<file path="src/rtl/serial_add_pkg.sv">
// Shared types and constants for the bit-serial adder controller.
package serial_add_pkg;

  localparam int DEFAULT_WIDTH = 8;

  typedef enum logic [1:0] {
    IDLE = 2'd0,
    RUN  = 2'd1,
    DONE = 2'd2
  } state_e;

endpackage

</file>
<file path="src/rtl/full_adder.sv">
// One-bit full adder; the only arithmetic element of the serial adder.
module full_adder (
  input  logic a,
  input  logic b,
  input  logic cin,
  output logic sum,
  output logic carry
);

  assign sum   = a ^ b ^ cin;
  assign carry = (a & b) | (a & cin) | (b & cin);

endmodule

</file>
<file path="src/rtl/serial_add_ctrl.sv">
// Bit-serial adder: one full adder reused LSB-first over WIDTH cycles,
// valid/ready handshakes on both sides. Optional two's-complement overflow
// output is built when SERIAL_ADD_OVF_EN is defined.
module serial_add_ctrl
  import serial_add_pkg::*;
#(
  parameter int WIDTH = DEFAULT_WIDTH
) (
  input  logic             clk,
  input  logic             rst_n,
  input  logic             in_valid,
  output logic             in_ready,
  input  logic [WIDTH-1:0] a,
  input  logic [WIDTH-1:0] b,
  input  logic             cin,
  output logic             out_valid,
  input  logic             out_ready,
  output logic [WIDTH-1:0] sum,
`ifdef SERIAL_ADD_OVF_EN
  output logic             ovf,
`endif
  output logic             cout
);

  localparam int CW = (WIDTH > 1) ? $clog2(WIDTH) : 1;
  localparam logic [CW-1:0] LAST = CW'(WIDTH - 1);

  state_e           state_q, state_d;
  logic [WIDTH-1:0] a_q, a_d;
  logic [WIDTH-1:0] b_q, b_d;
  logic [WIDTH-1:0] sum_q, sum_d;
  logic             carry_q, carry_d;
  logic [CW-1:0]    cnt_q, cnt_d;
  logic             fa_sum, fa_carry;
`ifdef SERIAL_ADD_OVF_EN
  logic             ovf_q, ovf_d;
`endif

  full_adder u_fa (
    .a     (a_q[0]),
    .b     (b_q[0]),
    .cin   (carry_q),
    .sum   (fa_sum),
    .carry (fa_carry)
  );

  // Next-state and datapath control: load in IDLE, shift in RUN, hold in DONE.
  always_comb begin
    state_d = state_q;
    a_d     = a_q;
    b_d     = b_q;
    sum_d   = sum_q;
    carry_d = carry_q;
    cnt_d   = cnt_q;
`ifdef SERIAL_ADD_OVF_EN
    ovf_d   = ovf_q;
`endif
    case (state_q)
      IDLE: begin
        if (in_valid) begin
          a_d     = a;
          b_d     = b;
          carry_d = cin;
          cnt_d   = '0;
          state_d = RUN;
        end
      end
      RUN: begin
        a_d     = a_q >> 1;
        b_d     = b_q >> 1;
        sum_d   = {fa_sum, sum_q[WIDTH-1:1]};
        carry_d = fa_carry;
        cnt_d   = cnt_q + CW'(1);
        if (cnt_q == LAST) begin
          state_d = DONE;
`ifdef SERIAL_ADD_OVF_EN
          // carry_q is the carry into the MSB on this final bit
          ovf_d   = carry_q ^ fa_carry;
`endif
        end
      end
      DONE: begin
        // No accept here: a new operation waits for the IDLE cycle.
        if (out_ready) state_d = IDLE;
      end
      default: state_d = IDLE;
    endcase
  end

  // State and datapath registers; reset abandons any operation in flight.
  always_ff @(posedge clk or negedge rst_n) begin
    if (!rst_n) begin
      state_q <= IDLE;
      a_q     <= '0;
      b_q     <= '0;
      sum_q   <= '0;
      carry_q <= 1'b0;
      cnt_q   <= '0;
`ifdef SERIAL_ADD_OVF_EN
      ovf_q   <= 1'b0;
`endif
    end else begin
      state_q <= state_d;
      a_q     <= a_d;
      b_q     <= b_d;
      sum_q   <= sum_d;
      carry_q <= carry_d;
      cnt_q   <= cnt_d;
`ifdef SERIAL_ADD_OVF_EN
      ovf_q   <= ovf_d;
`endif
    end
  end

  assign in_ready  = (state_q == IDLE);
  assign out_valid = (state_q == DONE);
  assign sum       = sum_q;
  assign cout      = carry_q;
`ifdef SERIAL_ADD_OVF_EN
  assign ovf       = ovf_q;
`endif

endmodule

</file>
<file path="config.mk">
export PLATFORM = sky130hd
export DESIGN_NAME = serial_add_ctrl
export DESIGN_NICKNAME = d
export VERILOG_FILES = /design/src/rtl/serial_add_pkg.sv /design/src/rtl/full_adder.sv /design/src/rtl/serial_add_ctrl.sv
export SDC_FILE = /design/constraint.sdc
export NUM_CORES = 1
export LEC_CHECK = 0
export CAP_MARGIN = 10
export CORE_ASPECT_RATIO = 0.5
export CORE_UTILIZATION = 30
export DETAILED_ROUTE_END_ITERATION = 10
export PLACE_DENSITY = 0.65
export SETUP_SLACK_MARGIN = 0.15
export SLEW_MARGIN = 15
export SYNTH_ARGS = -nofsm -noshare
export SYNTH_HDL_FRONTEND = slang
export SYNTH_SLANG_ARGS = --single-unit
</file>
<file path="constraint.sdc">
create_clock -name clk -period 1.27 [get_ports clk]
set_clock_uncertainty 0.15 [all_clocks]
set_input_delay 0.1905 -clock clk [delete_from_list [all_inputs] [get_ports clk]]
set_output_delay 0.1905 -clock clk [all_outputs]
set_load 0.01 [all_outputs]
</file>
-- Yosys cells after proc, flatten, opt, wreduce, memory -nomap -nowiden
Index checks and enable logic that the tools add are counted.
- $add $sub $neg: 1
- eq/ne operators: 6
- multiplexer cells: 12
- bitwise logic cells: 7
- reductions and logical operators: 4
- operator list (cell ; count):
    case mux 8 bit (2 select lines) ; 2
    two-way mux 8 bit ; 2
    two-way mux 2 bit ; 3
    case mux 2 bit (3 select lines) ; 1
    case mux 3 bit (2 select lines) ; 1
    inequality test 2 bit (second input constant) ; 2
    adder 3 x 1 -> 3 bit (second input constant) ; 1
    AND 1 bit ; 3
    == test 3 bit (second input constant) ; 1
    two-way mux 3 bit ; 1
    AND reduction 3 bit ; 1
    == test 2 x 1 -> 1 bit (second input constant) ; 1
    == test 2 bit (second input constant) ; 1
    logical NOT 2 bit ; 1
    inequality test 2 x 1 -> 1 bit (second input constant) ; 1
    OR 1 bit ; 2
    case mux 1 bit (2 select lines) ; 1
    AND reduction 2 bit ; 1
    nonzero test 2 bit ; 1
    XOR 1 bit ; 2
    two-way mux 1 bit ; 1
- register bits after elaboration: 30
- input port bits: 21
- output and inout port bits: 11
- word-level logic and storage cells: 36

-- Longest topological paths before layout
- word-level depth: 4
- depth in mapped cells: 4
- depth with buffers taken out: 4

-- Modules after synthesis
From an unflattened synthesis, not the netlist that was laid out.
- cell total of the unflattened synthesis: 122
- area total of the unflattened synthesis: 1586.5 um^2
- modules (own cells, without submodules) (module ; instances ; cells each ; area each (um^2)):
    serial_add_ctrl ; 1 ; 121 ; 1566.5
    full_adder ; 1 ; 1 ; 20.0

-- Worst setup path after synthesis
OpenSTA, ideal clock, no wires.
- path type: register to register
- start: register carry_q, in the netlist cout
- end: register sum_q[7], in the netlist sum[7]
- arrival: 1.140 ns
- data required time: 0.995 ns
- path slack: -0.145 ns
- cell stages (with the launch flop): 3
- period minus slack after synthesis: 1.415 ns
- cells stage by stage: dfrtp_1 fa_1 mux2_2
- cells in the longest elaborated chain, start to end: 1
- ends and longest elaborated chain (element ; line ; source):
    from (decl) ; serial_add_ctrl.sv:32 ; logic carry_q, carry_d;
    from (signal assigned) ; serial_add_ctrl.sv:107 ; carry_q <= carry_d;
    XOR 1 bit ; full_adder.sv:10 ; assign sum = a ^ b ^ cin;
    named net fa_sum ; serial_add_ctrl.sv:34 ; logic fa_sum, fa_carry;
    to (signal assigned) ; serial_add_ctrl.sv:106 ; sum_q <= sum_d;
    to (decl) ; serial_add_ctrl.sv:31 ; logic [WIDTH-1:0] sum_q, sum_d;
The timed path passes the listed nets, and every way through them passes these cells.
A chain may end at the register's enable or synchronous reset.

-- Worst setup path in the final report
- start: register state_q[1]
- end: register b_q[5]
- cells in the longest elaborated chain, start to end: 3
- elaborated cells on any way between the ends: 6
- classes of those cells: 2 x eq/ne; 1 x mux; 3 x reduce/logical
- ends and longest elaborated chain (element ; line ; source):
    from (decl) ; serial_add_ctrl.sv:28 ; state_e state_q, state_d;
    from (signal assigned) ; serial_add_ctrl.sv:103 ; state_q <= state_d;
    == test 2 x 1 -> 1 bit or logical NOT 2 bit (tied branches) ; serial_add_ctrl.sv:58 ; case (state_q)
    nonzero test 2 bit (no source line) or inequality test 2 bit (tied branches) ; n/a ;
    AND reduction 2 bit (no source line) ; n/a ;
    to (signal assigned) ; serial_add_ctrl.sv:95 ; b_q <= '0;
    to (signal assigned) ; serial_add_ctrl.sv:105 ; b_q <= b_d;
    to (decl) ; serial_add_ctrl.sv:30 ; logic [WIDTH-1:0] b_q, b_d;
Several ways; a longest one is shown, not always the timed one.

==> flow_metrics.py <==
metrics = {
    "job": {
        "maxCapViolCount": 0,
    },
    "synth": {
        "synth_common_cells": "30 x dfrtp_1, 12 x or4b_1, 10 x buf_2",
        "synth_top_area_share_pct": 52.5,
        "ys_types": 25,
        "syn_nets": 132,
        "synth_top_area_cell": "dfrtp_1",
        "synth_edf_count": 0,
        "synth_area_um2": 1430,
        "synthFlopType": "dfrtp_1",
        "synth.most_common_cell": "dfrtp_1",
        "async_flop_share_pct": 100,
        "synth_area_leaders": "dfrtp_1 53%, or4b_1 8.4%, o221a_2 7.1%",
        "yosys_warnings": 0,
        "syn_avg_cell_area_um2": 13.2,
        "synth_seq_cells": 30,
        "synth_cells": 108,
        "synth-seq-area-share_pct": 52.5,
    },
    "grt": {
        "grt_pass1_wl_mm": 5.26,
        "overflow": 0,
        "first_global_vias": 1107,
        "grt_max_degree": 31,
        "antenna_found_initial": 0,
        "gr-usage-all-layers_pct": 14.1,
    },
    "min_path": {
        "hold_class": "in -> async",
    },
    "pwr": {
        "power.density_nw_per_um2": 2260,
        "p_clk_share_pct": 15.1,
        "p_int_uw": 3510,
        "peakVddDrop_mv": 0.695,
        "p_comb_share_pct": 51.9,
        "switching_share_pct": 32.7,
        "pwr-share-seq_pct": 33.0,
        "p_leak_uw": 0.000983,
        "power_switching_uw": 1710,
    },
    "timing": {
        "period_needed_ns": 1.51,
        "drv_slew": 0,
        "slew_headroom_pct": 83.3,
        "worst_pin_slew_ns": 0.249,
        "setup_viol": 32,
        "rsz0062_at_grt": "true",
        "period_share_pct": 119,
        "layout_setup_ws_ns": -0.237,
        "max_freq_mhz": 664,
        "hold_viol": 0,
        "tns_ns": -5.37,
    },
    "detailed_routing": {
        "via_count": 1136,
        "dr.pass1.iters": 4,
        "drt_iter0_markers": 51,
        "wl_mm": 3.32,
        "post_drt_wl_per_cell_um": 14.2,
        "drc": 0,
        "via_per_inst": 4.85,
        "ant_nets": 0,
    },
    "layout": {
        "design_area_um2": 2310,
        "diodes": 0,
        "drive_above_1_share_pct": 51.2,
        "final-instance-count-excl-fill": 234,
        "nets": 191,
        "fill_cells": 378,
        "syn2layout_area_growth_pct": 61.6,
    },
    "setup_path": {
        "worstSetupPathType": "reg -> reg",
        "required_ns": 1.30,
        "crit_slowest_cell": "or4b_1",
        "worstSetupStartpointType": "flip-flop",
        "path_cells": "buf_6 > or4b_1 > o221a_1",
        "crit_path_end_kind": "flip-flop",
        "worst-path-max-fanout": 8,
        "cp_data_arrival_time_ns": 1.53,
        "critPathMaxStageDelay_ns": 0.52,
        "rrSetupSlack_ns": -0.24,
    },
    "clocking": {
        "cts_root_buffer": "clkbuf_8",
        "cts_tree": "built",
        "worstSkewPairLatency_ns": 0.29,
        "cts_sinks": 30,
        "htree_levels": 2,
        "numCtsBuffers": 5,
        "clockBufferDepth": 2,
        "path_clk_slew_ns": 0.06,
    },
    "floorplan": {
        "fp.dieW_um": 99.6,
        "start_util_pct": 31.8,
        "io_pins": 32,
        "core_um2": 4490,
        "dieHeight_um": 50.8,
        "dieArea_um2": 5060,
        "rows": 17,
    },
    "placed_design": {
        "pre_cts_slack_ns": -0.425,
        "placedCellCount": 214,
        "place.gp.congestion": 0.687,
        "dpl.hpwl_mm": 2.11,
        "port_buffers": 31,
        "dpl_cell_area_um2": 1990,
    },
    "status": {
        "status": "complete, but fails checks",
        "violations": "setup timing",
    },
}
## cell usage in the layout (no fill, tap or decap), drive strengths merged, types with 4 or more instances in the layout
| cell type | synthesis | routed |
|---|---|---|
| buf | 10 | 43 |
| dfrtp | 30 | 30 |
| clkdlybuf4s50 | 0 | 20 |
| or4b | 12 | 12 |
| o221a | 12 | 12 |
| mux2 | 8 | 8 |
| clkbuf | 1 | 7 |
| nor3b | 5 | 5 |
| inv | 4 | 4 |
## layer usage
layer	vias up	part of all wire [%]	track usage [%]
li1	537	-	-
met1	572	45	16.6
met2	21	49	23.6
met3	6	4.5	5.71
met4	0	1.3	5.15
met5	-	0	0
## layout make-up
type / instances / area (um2) / share of cell area, %
multi-input cells: 63 / 774 / 33.6
flip-flops and latches: 30 / 752 / 32.6
repair buffers: 63 / 593 / 25.7
clock buffers: 7 / 86.3 / 3.74
well taps: 66 / 82.6 / 3.58
inverters: 4 / 15.0 / 0.650
clock inverters: 1 / 5.00 / 0.217
## power groups by stage
stage | sequential [uW] | combinational [uW] | clock, uW
6_report | 1730 | 2710 | 786
5_1_grt | 1790 | 2950 | 853
4_1_cts | 1710 | 2460 | 800
3_5_place_dp | 1730 | 2220 | 0
3_3_place_gp | 1730 | 2130 | 0
2_1_floorplan | 1740 | 1400 | 0
## cells by family (layout without fill, tap and decap cells)
| family | Yosys count | in the layout | share of synthesized area [%] |
|---|---|---|---|
| and+or+nand+nor | 28 | 28 | 16.8 |
| buffers and inverters | 15 | 75 | 4.82 |
| DFF | 30 | 30 | 52.5 |
| muxes | 9 | 9 | 7.01 |
| AOI/OAI and AO/OA | 23 | 23 | 15.7 |
| adders and majority gates | 3 | 3 | 3.15 |
## repair_timing
item | 4_1_cts | 5_1_grt
pin swaps | 5 | 19
resized for setup | 61 | 23
endpoints found under the setup margin | 41 | 41
hold buffers | 0 | 0
setup buffers | 8 | 3
cloned | 0 | 1
endpoints found under the hold margin | 0 | 0
## path summary, 6_finish.rpt
check	from	to	cells past startpoint
min in group clk	sum[0]	sum[0]	1
max	state_q[1]	b_q[5]	3
min	rst_n	sum[4]	2
max reg2reg	state_q[1]	b_q[5]	3
min reg2reg	sum[0]	sum[0]	1
max in group asynchronous	rst_n	state_q[1]	2
## flip-flops by register name, summed over array words and instances (netlist names)
register	cells
a_q	8
cnt_q	3
cout	1
sum	8
state_q	2
b_q	8
## critical path: cells and delay by family (launching register included)
family          cells  cell delay (ns)
simple gates        1             0.52
flops               1             0.45
buf+inv             1             0.15
compound gates      1             0.13
## metrics by stage
stage	utilization [%]	total power [uW]	hold slack, ns
after detailed placement	44.3	3950	0.335
after global placement	44.3	3870	0.330
final	51.4	5220	0.114
after CTS	48.7	4980	0.117
after floorplan	-	3140	-0.255
after global routing	51.4	5590	0.111
No activity file was read; power rests on OpenSTA's default activity.
